===== config.mk =====
export PLATFORM = sky130hd
export DESIGN_NAME = rfft_4pt_core_flat
export DESIGN_NICKNAME = d
export VERILOG_FILES = /design/src/rtl/rfft_4pt_core_if.sv /design/src/rtl/rfft_4pt_core.sv /design/src/flat_wrapper.sv
export SDC_FILE = /design/constraint.sdc
export NUM_CORES = 2
export LEC_CHECK = 0
export CORE_MARGIN = 5
export CORE_UTILIZATION = 39
export CTS_BUF_LIST = sky130_fd_sc_hd__clkbuf_2
export CTS_CLUSTER_SIZE = 8
export DETAILED_ROUTE_END_ITERATION = 10
export HOLD_SLACK_MARGIN = 0.06
export PLACE_DENSITY_LB_ADDON = 0.25
export SYNTH_ARGS = -nofsm -noshare
export SYNTH_HDL_FRONTEND = slang
export SYNTH_SLANG_ARGS = --single-unit

===== constraint.sdc =====
create_clock -name clk -period 32.7 [get_ports clk]
set_clock_uncertainty 0.15 [all_clocks]
set_input_delay 9.81 -clock clk [delete_from_list [all_inputs] [get_ports clk]]
set_output_delay 9.81 -clock clk [all_outputs]
set_load 0.03 [all_outputs]

===== src/rtl/rfft_4pt_core_if.sv =====
// rfft_4pt_core_if: load data, bank read-back, operand/routing selects, twiddle and addresses of rfft_4pt_core.
interface rfft_4pt_core_if #(
   parameter int ADDR_BIT = 3,
   parameter int DATA_BIT = 16
);
   logic signed [DATA_BIT-1:0] in0, in1, in2, in3;
   logic signed [DATA_BIT-1:0] mem0, mem1, mem2, mem3;
   logic                       m0, m11, m14;
   logic [1:0]                 m12, m13;
   logic                       m21, m22, m23, m24;
   logic signed [DATA_BIT-1:0] w_r, w_i;
   logic                       bypass_en;
   logic [4*ADDR_BIT-1:0]      addr_read, addr_write;
   modport master (
      output in0, in1, in2, in3, m0, m11, m12, m13, m14, m21, m22, m23, m24,
      output w_r, w_i, bypass_en, addr_read, addr_write,
      input  mem0, mem1, mem2, mem3
   );
   modport slave (
      input  in0, in1, in2, in3, m0, m11, m12, m13, m14, m21, m22, m23, m24,
      input  w_r, w_i, bypass_en, addr_read, addr_write,
      output mem0, mem1, mem2, mem3
   );
endinterface


===== src/rtl/rfft_4pt_core.sv =====
// rfft_4pt_core: four-bank in-place radix-2 butterfly datapath with optional twiddle multiply.
// Define RFFT_4PT_SAT_EN to saturate butterfly outputs; otherwise they wrap to DATA_BIT bits.
module rfft_4pt_core #(
   parameter int ADDR_BIT = 3,
   parameter int DATA_BIT = 16
) (
   input logic            clk,
   input logic            rst_n,
   rfft_4pt_core_if.slave io
);
   localparam int W = DATA_BIT;
   localparam int D = 1 << ADDR_BIT;
   logic signed [W-1:0]   rd [4];
   logic [W-1:0]          bank_d [4];
   logic [W-1:0]          nar [4];
   logic signed [W-1:0]   ar, ai, br, bi;
   logic signed [2*W-1:0] p_rr, p_ii, p_ri, p_ir;
   logic signed [2*W:0]   s_r, s_i;
   logic signed [W+1:0]   ar_x, ai_x, tr_x, ti_x;
   logic signed [W+1:0]   res [4];
   logic                  unused_bits;
   always_comb begin
      ar   = io.m11 ? rd[1] : rd[0];
      ai   = (io.m12 == 2'd3) ? '0 : rd[io.m12];
      br   = (io.m13 == 2'd3) ? '0 : rd[io.m13 + 2'd1];
      bi   = io.m14 ? rd[3] : rd[2];
      p_rr = (2*W)'(br) * (2*W)'(io.w_r);
      p_ii = (2*W)'(bi) * (2*W)'(io.w_i);
      p_ri = (2*W)'(br) * (2*W)'(io.w_i);
      p_ir = (2*W)'(bi) * (2*W)'(io.w_r);
      s_r  = (2*W+1)'(p_rr) - (2*W+1)'(p_ii);
      s_i  = (2*W+1)'(p_ri) + (2*W+1)'(p_ir);
      // taking bits [2W-1:W-1] is the >>> (W-1) followed by truncation to W+1 bits
      tr_x = io.bypass_en ? (W+2)'(br) : (W+2)'($signed(s_r[2*W-1:W-1]));
      ti_x = io.bypass_en ? (W+2)'(bi) : (W+2)'($signed(s_i[2*W-1:W-1]));
      ar_x = (W+2)'(ar);
      ai_x = (W+2)'(ai);
      res[0] = (ar_x + tr_x) >>> 1;
      res[1] = (ai_x + ti_x) >>> 1;
      res[2] = (ar_x - tr_x) >>> 1;
      res[3] = (ai_x - ti_x) >>> 1;
      bank_d[0] = io.m0 ? (io.m21 ? nar[2] : nar[0]) : io.in0;
      bank_d[1] = io.m0 ? (io.m22 ? nar[3] : nar[1]) : io.in1;
      bank_d[2] = io.m0 ? (io.m23 ? nar[2] : nar[0]) : io.in2;
      bank_d[3] = io.m0 ? (io.m24 ? nar[3] : nar[1]) : io.in3;
   end
   assign unused_bits = ^{s_r[2*W], s_r[W-2:0], s_i[2*W], s_i[W-2:0],
                          res[0][W+1:W], res[1][W+1:W], res[2][W+1:W], res[3][W+1:W]};
   for (genvar g = 0; g < 4; g++) begin : g_bank
      logic [W-1:0] bank_q [D];
`ifdef RFFT_4PT_SAT_EN
      assign nar[g] = (res[g][W+1:W-1] == 3'b000 || res[g][W+1:W-1] == 3'b111) ? res[g][W-1:0]
                    : {res[g][W+1], {(W-1){~res[g][W+1]}}};
`else
      assign nar[g] = res[g][W-1:0];
`endif
      assign rd[g] = bank_q[io.addr_read[g*ADDR_BIT +: ADDR_BIT]];
      always_ff @(posedge clk) begin
         if (!rst_n) bank_q <= '{default: '0};
         else bank_q[io.addr_write[g*ADDR_BIT +: ADDR_BIT]] <= bank_d[g];
      end
   end
   assign io.mem0 = rd[0];
   assign io.mem1 = rd[1];
   assign io.mem2 = rd[2];
   assign io.mem3 = rd[3];
endmodule


===== src/flat_wrapper.sv =====
// flat-port wrapper written by rule: the top's interface ports become plain ports
module rfft_4pt_core_flat 
#(
   parameter int ADDR_BIT = 3,
   parameter int DATA_BIT = 16
)
  (clk, rst_n, io_in0, io_in1, io_in2, io_in3, io_m0, io_m11, io_m12, io_m13, io_m14, io_m21, io_m22, io_m23, io_m24, io_w_r, io_w_i, io_bypass_en, io_addr_read, io_addr_write, io_mem0, io_mem1, io_mem2, io_mem3);
  rfft_4pt_core_if #(.ADDR_BIT(ADDR_BIT), .DATA_BIT(DATA_BIT)) io_i ();
  input logic clk;
  input logic rst_n;
  input wire logic [$bits(io_i.in0)-1:0] io_in0;
  input wire logic [$bits(io_i.in1)-1:0] io_in1;
  input wire logic [$bits(io_i.in2)-1:0] io_in2;
  input wire logic [$bits(io_i.in3)-1:0] io_in3;
  input wire logic [$bits(io_i.m0)-1:0] io_m0;
  input wire logic [$bits(io_i.m11)-1:0] io_m11;
  input wire logic [$bits(io_i.m12)-1:0] io_m12;
  input wire logic [$bits(io_i.m13)-1:0] io_m13;
  input wire logic [$bits(io_i.m14)-1:0] io_m14;
  input wire logic [$bits(io_i.m21)-1:0] io_m21;
  input wire logic [$bits(io_i.m22)-1:0] io_m22;
  input wire logic [$bits(io_i.m23)-1:0] io_m23;
  input wire logic [$bits(io_i.m24)-1:0] io_m24;
  input wire logic [$bits(io_i.w_r)-1:0] io_w_r;
  input wire logic [$bits(io_i.w_i)-1:0] io_w_i;
  input wire logic [$bits(io_i.bypass_en)-1:0] io_bypass_en;
  input wire logic [$bits(io_i.addr_read)-1:0] io_addr_read;
  input wire logic [$bits(io_i.addr_write)-1:0] io_addr_write;
  output wire logic [$bits(io_i.mem0)-1:0] io_mem0;
  output wire logic [$bits(io_i.mem1)-1:0] io_mem1;
  output wire logic [$bits(io_i.mem2)-1:0] io_mem2;
  output wire logic [$bits(io_i.mem3)-1:0] io_mem3;
  assign io_i.in0 = io_in0;
  assign io_i.in1 = io_in1;
  assign io_i.in2 = io_in2;
  assign io_i.in3 = io_in3;
  assign io_i.m0 = io_m0;
  assign io_i.m11 = io_m11;
  assign io_i.m12 = io_m12;
  assign io_i.m13 = io_m13;
  assign io_i.m14 = io_m14;
  assign io_i.m21 = io_m21;
  assign io_i.m22 = io_m22;
  assign io_i.m23 = io_m23;
  assign io_i.m24 = io_m24;
  assign io_i.w_r = io_w_r;
  assign io_i.w_i = io_w_i;
  assign io_i.bypass_en = io_bypass_en;
  assign io_i.addr_read = io_addr_read;
  assign io_i.addr_write = io_addr_write;
  assign io_mem0 = io_i.mem0;
  assign io_mem1 = io_i.mem1;
  assign io_mem2 = io_i.mem2;
  assign io_mem3 = io_i.mem3;
  rfft_4pt_core #(.ADDR_BIT(ADDR_BIT), .DATA_BIT(DATA_BIT)) u_core (.clk(clk), .rst_n(rst_n), .io(io_i));
endmodule

Word level (Yosys, flattened, before mapping)
Cells that the tools add are included.
{ "totals": {"word_cells": 117, "in_bits": 134, "ff_bits": 512, "output_inout_bits": 64} }
{ "op_classes": {"mul": 4, "n_lt_le_gt_ge": 14, "n_addsub": 7, "n_mux": 44, "n_bitwise": 10, "n_eq_ne": 2, "n_reduce_logical": 4} }
{ "ops": {"columns": ["cell", "count"], "rows": [
  ["$bwmux W128", 4],
  ["$mux W16", 28],
  ["$bmux W16 S3", 4],
  ["$demux W16 S3", 4],
  ["$mul A16 B16 Y32", 4],
  ["$bmux W16 S2", 2],
  ["$add A16 B17 Y17", 2],
  ["$mux W17", 2],
  ["$sub A16 B17 Y17", 2],
  ["$add A32 B32 Y32", 1],
  ["$ge A4 B4 Y1 const B", 8],
  ["$not A3 Y4", 8],
  ["$sub A32 B32 Y32", 1],
  ["$lt A4 B1 Y1 const B", 4],
  ["$ge A3 B3 Y1 const B", 2],
  ["$not A2 Y3", 2],
  ["$eq A2 B2 Y1 const B", 2],
  ["$logic_and A1 B1 Y1", 4],
  ["$add A2 B1 Y2 const B", 1]
]} }

Depth between registers and ports, before layout
{ "depth": {"word_depth": 15, "depth_mapped": 52, "mapped_depth_nobuf": 48} }

Worst setup path after synthesis
OpenSTA, ideal clock, no wires.
{ "synth_path": {"path_kind": "input to output", "from": "in io_addr_read[10]", "to": "out io_mem3[10]", "path_slack_ps": 10879, "n_path_buf": 3, "arrival_ps": 11861, "stages": 6, "required_ps": 22740, "cell_sequence": "buf_4 buf_1 clkbuf_1 mux4_2 mux2i_1 inv_1"} }
{ "synth_between": {"elab_chain_cells": 4} }
{ "synth_rtl": {"columns": ["element", "line", "rtl"], "rows": [
  ["from (decl)", "flat_wrapper.sv:27", "input wire logic [$bits(io_i.addr_read)-1:0] io_addr_read;"],
  ["$not A3 Y4 (implied by the code)", "rfft_4pt_core.sv:57", "assign rd[g] = bank_q[io.addr_read[g*ADDR_BIT +: ADDR_BIT]];"],
  ["$bmux W16 S3", "rfft_4pt_core.sv:57", null],
  ["$mux W16 (implied by the code) (2 in series)", "rfft_4pt_core.sv:57", null],
  ["to (decl)", "flat_wrapper.sv:32", "output wire logic [$bits(io_i.mem3)-1:0] io_mem3;"]
]} }
Every way passes these cells. The select of a mux whose other input is x is not followed.

Worst setup path in the final report
{ "layout_path": {"from": "in io_addr_read[5]", "to": "out io_mem1[0]"} }
{ "layout_between": {"elab_chain_cells": 4} }
{ "layout_rtl": {"columns": ["element", "line", "rtl"], "rows": [
  ["$not A3 Y4 (implied by the code)", "rfft_4pt_core.sv:57", null],
  ["$bmux W16 S3", "rfft_4pt_core.sv:57", null],
  ["$mux W16 (implied by the code) (2 in series)", "rfft_4pt_core.sv:57", null],
  ["to (decl)", "flat_wrapper.sv:30", "output wire logic [$bits(io_i.mem1)-1:0] io_mem1;"]
]} }
Every way passes these cells. The select of a mux whose other input is x is not followed.

==> results.toml <==
[run_status]
status = "finished clean"

[clocking]
root_buffer = "clkbuf_2"
cts_num_sinks = 512
numCtsBuffers = 116
clock_latency_ns = 1.39
h-tree-depth = 3
cts_tree = "built"
clk_pin_slew_ns = 0.11
cts_setup_buffers = 0
ctsResizeCount = 0
cts_hold_buf = 0
clk_path_buf_depth = 3

[final_layout]
layout_common_cells = "inv_1 (1424), fa_1 (1152), nand2_1 (860)"
largestRegisters = "u_core.g_bank.bank_q x512"
largest_register_ffs = 512
area_delta_synth_final_pct = 8.00
regMostFlops = "u_core.g_bank.bank_q"
nets = 9231
final_common_cell = "inv_1"
layout-drive-gt1-share_pct = 7.69

[global_route]
track_usage_pct = 24.7
antenna_found_initial = 9
grt_pass1_wl_um = 343000
grt_max_degree = 175
gr-total-overflow = 0
grt_pass1_vias = 56100

[worst_setup_path]
startpoint_type = "input pin"
endpoint_kind = "output pin"
arrival_ns = 12.75
required_ns = 22.74
path_class = "in -> out"
critPathMaxFanout = 19

[yosys]
yosys_warnings = 0
synth_edf_count = 0
synth_fa_ha_area_share_pct = 40.7
seq_area_frac_synth_pct = 15.1
netlist_area_sq_um = 67800
synth_nets = 9271
synthArstFlopShare_pct = 0
synth_cells = 7625
ys.flop_type = "dfxtp_1"
synth-seq-cells = 512
synthSimpleGateAreaFrac_pct = 15.5
synth_top_family_by_area = "adder cells"
yosysUniqueCellTypes = 92
synth_compound_area_share_pct = 10.2
synth_xor_area_share_pct = 1.54
synthMuxAreaShare_pct = 6.40
postSynthAreaPerCell_sq_um = 8.89

[route]
ant_nets = 0
drt-total-wl_um = 225000
dr.pass1.iters = 6
dr.first_iter.drc_count = 3902
route.detailed.drc = 0
vias = 53500
vias_per_cell = 5.35
wl_per_cell_um = 22.5

[sta]
tightest_slew_ns = 1.32
setup_viol = 0
relSlewSlack_pct = 10.9
tns_ns = 0
finalHoldViolations = 0
grt_setup_unrepaired = "no"
fmax_ghz = 0.0440
finalCritPeriodShare_pct = 69.4
slew_viol_final = 0
period_minus_slack_ns = 22.71

[floorplan]
die_w_um = 427
die_y_um = 427
die_area_sq_um = 182000
row_count = 153
core_sq_um = 173000
start_util_pct = 39.1
ios = 198

[placement]
dp_hpwl_um = 167000
gp_routability_congestion = 0.935
port_buffers = 197

[worst_hold_path]
hp-class = "reg -> reg"

[job]
maxCapViolCount = 0
## layout make-up
| cell class | instances | area, sq um |
|---|---|---|
| fillers | 17400 | 100000 |
| multi-input cells | 5204 | 50600 |
| flip-flops and latches | 512 | 10200 |
| inverters | 1428 | 5370 |
| well taps | 2325 | 2910 |
| repair buffers | 323 | 2880 |
| clock buffers | 165 | 826 |
| clock inverters | 45 | 339 |
| diodes | 6 | 15.0 |
## Yosys cell counts, types with 12 or more instances
cell type | number | area (sq um)
a211oi_1 | 97 | 728
a21o_1 | 44 | 330
a21oi_1 | 397 | 1990
a31oi_1 | 56 | 350
a32o_1 | 16 | 160
and2_1 | 601 | 3760
and3_1 | 13 | 81.3
buf_1 | 45 | 169
buf_2 | 13 | 65.1
clkbuf_1 | 420 | 1580
dfxtp_1 | 512 | 10200
fa_1 | 1152 | 23100
ha_1 | 360 | 4500
inv_1 | 1424 | 5350
mux2_2 | 35 | 394
mux2i_1 | 101 | 1010
mux4_2 | 125 | 2820
nand2_1 | 860 | 3230
nand2b_1 | 23 | 144
nand3_1 | 183 | 916
nand3b_1 | 12 | 90.1
nand4_1 | 13 | 81.3
nor2_1 | 338 | 1270
nor2b_1 | 20 | 125
nor3_1 | 41 | 205
nor3b_1 | 13 | 97.6
o211a_1 | 16 | 160
o211ai_1 | 28 | 210
o21a_1 | 28 | 210
o21ai_0 | 274 | 1370
o21ai_1 | 26 | 130
o21bai_1 | 12 | 90.1
o22ai_1 | 24 | 150
or2_2 | 17 | 106
or3_1 | 13 | 81.3
xnor2_1 | 93 | 815
xor2_1 | 19 | 166
## worst max-delay path, stage by stage
cell,delay [ns]
clkdlybuf4s50_1,0.46
buf_4,0.37
nor2b_1,0.09
a22oi_1,0.65
and3_1,0.56
clkdlybuf4s50_1,0.79
## kinds of logic (layout without fill, tap and decap cells)
kind of cell	count (synthesis)	after routing
AO/OA/AOI/OAI	1126	1126
flip-flops	512	512
adder cells (fa/ha/maj)	1512	1512
multiplexers	268	268
AND/OR/NAND/NOR	2183	2183
buffers and inverters	1909	1961
XOR/XNOR	115	115
other	0	6
## routing by layer
metal,GRT usage (%),vias up,part of all wire [%]
li1,-,23900,-
met1,30.8,27400,39
met2,42.1,1840,48
met3,3.97,422,6.6
met4,11.7,0,5.7
met5,0,-,0
## worst paths after layout
path | slack [ns] | end | start | cells past startpoint
hold reg to reg | 0.31 | u_core.g_bank[1].bank_q[118] | u_core.g_bank[1].bank_q[118] | 2
setup / recovery | 9.99 | io_mem1[0] | io_addr_read[5] | 6
hold / removal | 0.31 | u_core.g_bank[1].bank_q[118] | u_core.g_bank[1].bank_q[118] | 2
setup reg to reg | 18.88 | u_core.g_bank[1].bank_q[77] | u_core.g_bank[1].bank_q[119] | 44
## stage by stage
stage	cell area, sq um	hold slack (ns)	std cells	utilization (%)	setup slack, ns
floorplan	67800	0.279	7625	-	10.88
global placement	72000	0.284	9792	41.5	9.03
detailed placement	72000	0.296	9792	41.5	8.88
CTS	73200	0.311	10000	42.2	9.99
global route	73200	0.324	10000	42.2	9.29
finish	73200	0.309	10000	42.2	9.99
Power is left out: the tool's default activity adds up to more than one toggle a clock period on the data nets, which glitch-free logic cannot reach.
